<file path="config.mk">
export PLATFORM = sky130hd
export DESIGN_NAME = scan_decode_mux
export DESIGN_NICKNAME = d
export VERILOG_FILES = /design/src/rtl/scan_decode_mux.sv
export SDC_FILE = /design/constraint.sdc
export NUM_CORES = 1
export LEC_CHECK = 0
export BUFFER_PORTS_ARGS = -buffer_cell sky130_fd_sc_hd__buf_2
export CAP_MARGIN = 20
export CORE_MARGIN = 2
export CORE_UTILIZATION = 35
export CTS_CLUSTER_SIZE = 12
export DETAILED_ROUTE_END_ITERATION = 16
export GPL_TIMING_DRIVEN = 0
export MAX_ROUTING_LAYER = met4
export PLACE_DENSITY = 0.58
export SYNTH_ARGS = -nofsm -noshare
export SYNTH_HDL_FRONTEND = slang
export SYNTH_SLANG_ARGS = --single-unit
</file>
<file path="constraint.sdc">
create_clock -name clk -period 2 [get_ports clk]
set_input_delay 0.4 -clock clk [delete_from_list [all_inputs] [get_ports clk]]
set_output_delay 0.4 -clock clk [all_outputs]
set_load 0.05 [all_outputs]
</file>
<file path="src/rtl/scan_decode_mux.sv">
// N:1 registered decode-mux with a scan sequencer that fills a snapshot word.
// Define SCAN_PARITY_EN to register XOR parity of each completed snapshot.
module scan_decode_mux #(
  parameter int SEL_W = 3,
  parameter int DWELL = 1
) (
  input  logic                  clk,
  input  logic                  reset,
  input  logic [2**SEL_W-1:0]   x,
  input  logic [SEL_W-1:0]      y,
  input  logic                  mode,
  input  logic                  start,
  output logic                  z,
  output logic [SEL_W-1:0]      cur_sel,
  output logic [2**SEL_W-1:0]   snap,
  output logic                  busy,
  output logic                  done,
  output logic                  parity
);

  localparam int N  = 2**SEL_W;
  localparam int CW = (DWELL > 1) ? $clog2(DWELL) : 1;
  localparam logic [CW-1:0]    LAST = CW'(DWELL - 1);
  localparam logic [SEL_W-1:0] TOP  = SEL_W'(N - 1);

  typedef enum logic [1:0] {
    IDLE,
    SCAN,
    DONE
  } state_t;

  state_t        state;
  logic [CW-1:0] cnt;

`ifdef SCAN_PARITY_EN
  logic         par_q;
  logic [N-1:0] snap_nx;

  // snapshot as it will look after this edge's capture
  always_comb begin
    snap_nx          = snap;
    snap_nx[cur_sel] = x[cur_sel];
  end

  assign parity = par_q;
`else
  assign parity = 1'b0;
`endif

  always_ff @(posedge clk) begin
    if (reset) begin
      state   <= IDLE;
      cnt     <= '0;
      z       <= 1'b0;
      cur_sel <= '0;
      snap    <= '0;
      busy    <= 1'b0;
      done    <= 1'b0;
`ifdef SCAN_PARITY_EN
      par_q   <= 1'b0;
`endif
    end else begin
      unique case (state)
        IDLE: begin
          if (!mode) begin
            z       <= x[y];
            cur_sel <= y;
          end else if (start) begin
            state   <= SCAN;
            busy    <= 1'b1;
            cur_sel <= '0;
            cnt     <= '0;
            done    <= 1'b0;
            z       <= x[cur_sel];
          end else begin
            z <= x[cur_sel];
          end
        end
        SCAN: begin
          if (!mode) begin
            state   <= IDLE;
            busy    <= 1'b0;
            cnt     <= '0;
            z       <= x[y];
            cur_sel <= y;
          end else begin
            z <= x[cur_sel];
            if (cnt == LAST) begin
              snap[cur_sel] <= x[cur_sel];
              cnt           <= '0;
              cur_sel       <= cur_sel + 1'b1;
              if (cur_sel == TOP) begin
                state <= DONE;
                busy  <= 1'b0;
                done  <= 1'b1;
`ifdef SCAN_PARITY_EN
                par_q <= ^snap_nx;
`endif
              end
            end else begin
              cnt <= cnt + 1'b1;
            end
          end
        end
        DONE: begin
          state <= IDLE;
          done  <= 1'b0;
          z     <= x[cur_sel];
        end
        default: state <= IDLE;
      endcase
    end
  end

endmodule

</file>
=== Yosys cells after proc, flatten, opt, wreduce, memory -nomap -nowiden ===
Cells that the tools add are included.

* Memories kept: 0
* Word-level logic and storage cells: 70
* Input port bits: 15
* Output and inout port bits: 15
* Bits in read-only memories: 0
* Register bits: 17
* RAM bits: 0
* Latch bits: 0

* Muxes and demuxes: 35
* Bitwise logic cells: 1
* Add/subtract/negate cells: 2
* Shift operators: 0
* Equal/unequal tests: 11
* Multiply operators: 0
* Magnitude comparators: 3
* Div/mod/pow operators: 0
* Reductions and logical operators: 11

{| class="wikitable"
|+ Operator list
! operator !! count
|-
| 1-bit 2-to-1 mux || 16
|-
| 3-bit 2-to-1 mux || 4
|-
| 2-bit 2-to-1 mux || 5
|-
| 2-bit inequality test (second input constant) || 5
|-
| 3-bit inequality test (second input constant) || 3
|-
| 3-bit AND reduction || 3
|-
| 8-bit bitwise mux || 1
|-
| 3-bit by 4-bit < comparator with 1-bit output (second input constant) || 2
|-
| 1-bit binary-select mux with 3-bit select || 2
|-
| 1-bit one-hot mux with 2 select lines || 3
|-
| 3-bit one-hot mux with 2 select lines || 1
|-
| 6-bit AND reduction || 1
|-
| 5-bit AND reduction || 1
|-
| 2-bit one-hot mux with 2 select lines || 1
|-
| 4-bit AND reduction || 1
|-
| 3-bit by 1-bit adder with 3-bit output (second input constant) || 1
|-
| 1-bit demux with 3-bit select || 1
|-
| 3-bit == test (second input constant) || 1
|-
| 3-bit by 1-bit greater-or-equal comparator with 1-bit output (second input constant) || 1
|-
| 1-bit one-hot mux with 3 select lines || 1
|-
| 3-bit nonzero test || 1
|-
| 2-bit by 1-bit == test with 1-bit output (second input constant) || 1
|-
| 2-bit == test (second input constant) || 1
|-
| 2-bit zero test || 1
|-
| other kinds (5) || 5
|}

=== Logic depth before layout (Yosys ltp) ===
* Depth after elaboration: 5
* Mapped depth: 5
* Gate-level depth less buffers: 5

=== Worst setup path after synthesis ===
Ideal clock, no wire load.

* Path kind: reg2reg
* Start: reg cur_sel[0]
* End: reg z
* Setup time: 119 ps
* Stages on the path, launching flop included: 5
* Arrival: 1831 ps
* Data required time: 1881 ps
* Buffers on the path: 1
* Slack: 51 ps
* Clock period less this slack: 1949 ps
* Path through: dfxtp_1 buf_6 mux2_4 mux4_2 o221a_1

* Longest elaborated chain between the ends: 4

{| class="wikitable"
|+ RTL lines
! what !! line !! RTL
|-
| start: declaration || 14 || <nowiki>output logic [SEL_W-1:0] cur_sel,</nowiki>
|-
| start signal: assignment || 67 || <nowiki>cur_sel <= y;</nowiki>
|-
| start signal: assignment || 85 || <nowiki>cur_sel <= y;</nowiki>
|-
| start signal: assignment || 91 || <nowiki>cur_sel <= cur_sel + 1'b1;</nowiki>
|-
| 1-bit binary-select mux with 3-bit select (*) || n/a ||
|-
| 1-bit 2-to-1 mux (implied by the code) (*) || n/a ||
|-
| 1-bit 2-to-1 mux || 80 || <nowiki>if (!mode) begin</nowiki>
|-
| 1-bit one-hot mux with 2 select lines (*) || 63 || <nowiki>unique case (state)</nowiki>
|-
| end signal: assignment || 74 || <nowiki>z <= x[cur_sel];</nowiki>
|-
| end signal: assignment || 76 || <nowiki>z <= x[cur_sel];</nowiki>
|-
| end signal: assignment || 87 || <nowiki>z <= x[cur_sel];</nowiki>
|-
| end: declaration || 13 || <nowiki>output logic z,</nowiki>
|}

Every way passes the cells marked *; elsewhere a longest branch is shown, timed or not. The select of a mux whose other input is x is not followed.
A chain may end at the register's enable or synchronous reset.

=== Final worst setup path ===
Ends and elaborated chain as after synthesis.

==> results.sh <==
export IMPL_synth_cell_types=32
export IMPL_path_cells="buf_6 -> mux2_4 -> mux4_2 -> o221a_1"
export IMPL_power_density_mw_per_mm2=627
export IMPL_cts_setup_buffers=0
export IMPL_finClkSkew_ns=0.00550
export IMPL_grt_total_usage=0.175
export IMPL_rows=19
export IMPL_clock_latency_ns=0.30
export IMPL_path_clk_slew_ns=0.11
export IMPL_dieHeight_um=56.6
export IMPL_portBuffers=27
export IMPL_synth_net_count=127
export IMPL_wl_um=2510
export IMPL_worst_pin_slew_ns=0.473
export IMPL_grt_pass1_wl_um=4210
export IMPL_synthCells=110
export IMPL_die_area_mm2=0.00320
export IMPL_dp_hpwl_um=1930
export IMPL_antenna_found_initial=0
export IMPL_grt_pass1_vias=893
export IMPL_yosysWarnings=0
export IMPL_synth_area_um2=968
export IMPL_vias=926
export IMPL_max_freq_ghz=0.598
export IMPL_finalInstanceArea_mm2=0.00118
export IMPL_cts_buffer_depth=2
export IMPL_synthFlopType="dfxtp_1"
export IMPL_gp_congestion=0.777
export IMPL_synth_area_top_cells="dfxtp_1 33%, nor3_1 8.8%, a21oi_1 6.2%, mux2_4 6.2%, mux4_2 4.7%"
export IMPL_synth_common_cells="17 x nor3_1, 16 x dfxtp_1, 12 x a21oi_1"
export IMPL_globalRouteOverflowTotal=0
export IMPL_critPathKind="flop to flop"
export IMPL_grt_start_max_net_pins=11
export IMPL_met2_length_um=1170
export IMPL_yosysTopAreaCellShare=0.331
export IMPL_outcome="finished, final reports clean"
export IMPL_cts_resized=0
export IMPL_avgSynthCellArea_um2=8.80
export IMPL_ir_worst_vdd_uv=330
export IMPL_timing_hold_ws_ns=0.465
export IMPL_period_minus_slack_ns=1.67
export IMPL_p_leak_nw=0.502
export IMPL_drt_vias_per_instance=5.38
export IMPL_cts_buffers_inserted=3
export IMPL_synth_area_leader_cell="dfxtp_1"
export IMPL_slowest_stage="mux4_2"
export IMPL_fp_coreArea_mm2=0.00269
export IMPL_rsz0062_at_grt="no"
export IMPL_path_max_fanout=9
export IMPL_clock_sinks=16
export IMPL_ant_nets=0
export IMPL_ys_ff_latch=16
export IMPL_drt_iter0_drc=16
export IMPL_final_layout_size_suffix_gt1_frac=0.291
export IMPL_cp_required_ns=2.20
export IMPL_wl_met3_um=95
export IMPL_drc=0
export IMPL_fp_dieW_um=56.6
export IMPL_slowest_delay_ns=0.46
export IMPL_hp_class="input pin to flop"
export IMPL_wl_met1_um=1210
export IMPL_synth_most_common_cell="nor3_1"
export IMPL_yosysSeqAreaShare=0.331
export IMPL_diodes=0
export IMPL_setup_violations_final=0
export IMPL_slew_violations=0
export IMPL_cap_violations=0
export IMPL_root_buffer="clkbuf_4"
export IMPL_arrival_ns=1.87
export IMPL_cp_top_family="multiplexers"
export IMPL_crit_buf_inv=1
export IMPL_area_delta_synth_final_pct=21.7
export IMPL_fin_tns_setup_ns=0
export IMPL_wl_per_cell_um=14.6
export IMPL_hold_buffers=0
export IMPL_synth_edf_count=0
export IMPL_maxSlewHeadroom=0.676
export IMPL_async_flop_share=0
export IMPL_crit_path_end_kind="flop"
export IMPL_h_tree_depth=1
export IMPL_io_pin_count=30
export IMPL_dpl_cell_area_mm2=0.00114
export IMPL_period_share=0.837
export IMPL_fin_nets=159
export IMPL_first_pass_iters=4
export IMPL_hold_violations=0
export IMPL_dr_max_layer_used="met4"
export IMPL_cp_start_kind="flop"
export IMPL_start_util=0.361
export IMPL_cts_tree="yes"
-- state kept, by name (all words and copies together) (netlist names) --
signal	flops
busy	1
done	1
z	1
cur_sel	3
snap	8
state	2
-- path summary, 6_finish.rpt --
path | to | startpoint | slack, ns | depth (start not counted)
min reg2reg | busy | busy | 0.50 | 2
max | z | cur_sel[0] | 0.33 | 4
max reg2reg | z | cur_sel[0] | 0.33 | 4
min | done | start | 0.46 | 4
-- per-stage QoR --
| step | power, mW | utilization | instances | worst slack (ns) |
|---|---|---|---|---|
| global placement | 0.517 | 0.425 | 168 | 0.285 |
| CTS | 0.742 | 0.439 | 172 | 0.318 |
| finish | 0.739 | 0.439 | 172 | 0.327 |
| detailed placement | 0.520 | 0.425 | 168 | 0.322 |
| floorplan | 0.469 | - | 110 | 0.0507 |
| global route | 0.774 | 0.439 | 172 | 0.279 |
-- area by class of cell --
| class | instances | area, µm² |
|---|---|---|
| sequential | 16 | 320 |
| clock buffer | 4 | 36.3 |
| inverter | 4 | 15.0 |
| timing repair buffer | 27 | 135 |
| multi-input combinational | 81 | 588 |
| fill | 275 | 1510 |
| tap | 31 | 38.8 |
| buffer | 9 | 45.0 |
-- per-layer routing --
metal | GRT usage | vias up
met1 | 0.222 | 426
met5 | - | -
met3 | 0.0346 | 5
met2 | 0.282 | 18
li1 | - | 477
met4 | 0.0510 | 0
-- cells in the final DEF (no fill, tap or decap), types with 4 or more instances in the layout --
master	instances
buf_2	27
nor3_1	17
dfxtp_1	16
a21oi_1	12
clkbuf_1	7
nor2b_1	5
nand2_1	4
mux2_4	4
nor4_1	4
-- cells by family (layout without fill, tap and decap cells) --
group / after synthesis / count (layout) / synth area share
AO/OA/AOI/OAI: 23 / 23 / 0.145
adder cells (fa/ha/maj): 2 / 2 / 0.0258
buffers and inverters: 13 / 44 / 0.0620
flip-flops: 16 / 16 / 0.331
multiplexers: 9 / 9 / 0.140
other: 1 / 1 / 0.00387
AND/OR/NAND/NOR: 46 / 46 / 0.293
-- where the power goes --
| group | leakage [nW] | internal, mW | switching, mW |
|---|---|---|---|
| registers | 0.130 | 0.329 | 0.00921 |
| logic | 0.351 | 0.0665 | 0.107 |
| clock network | 0.0210 | 0.111 | 0.116 |
| total | 0.502 | 0.507 | 0.233 |
-- tightest hold or removal path, cell delays in order --
cell     delay (ns)
buf_2          0.13
nand2_1        0.06
nand3_1        0.07
a21oi_1        0.06
Power figures use the tool's default switching activity.
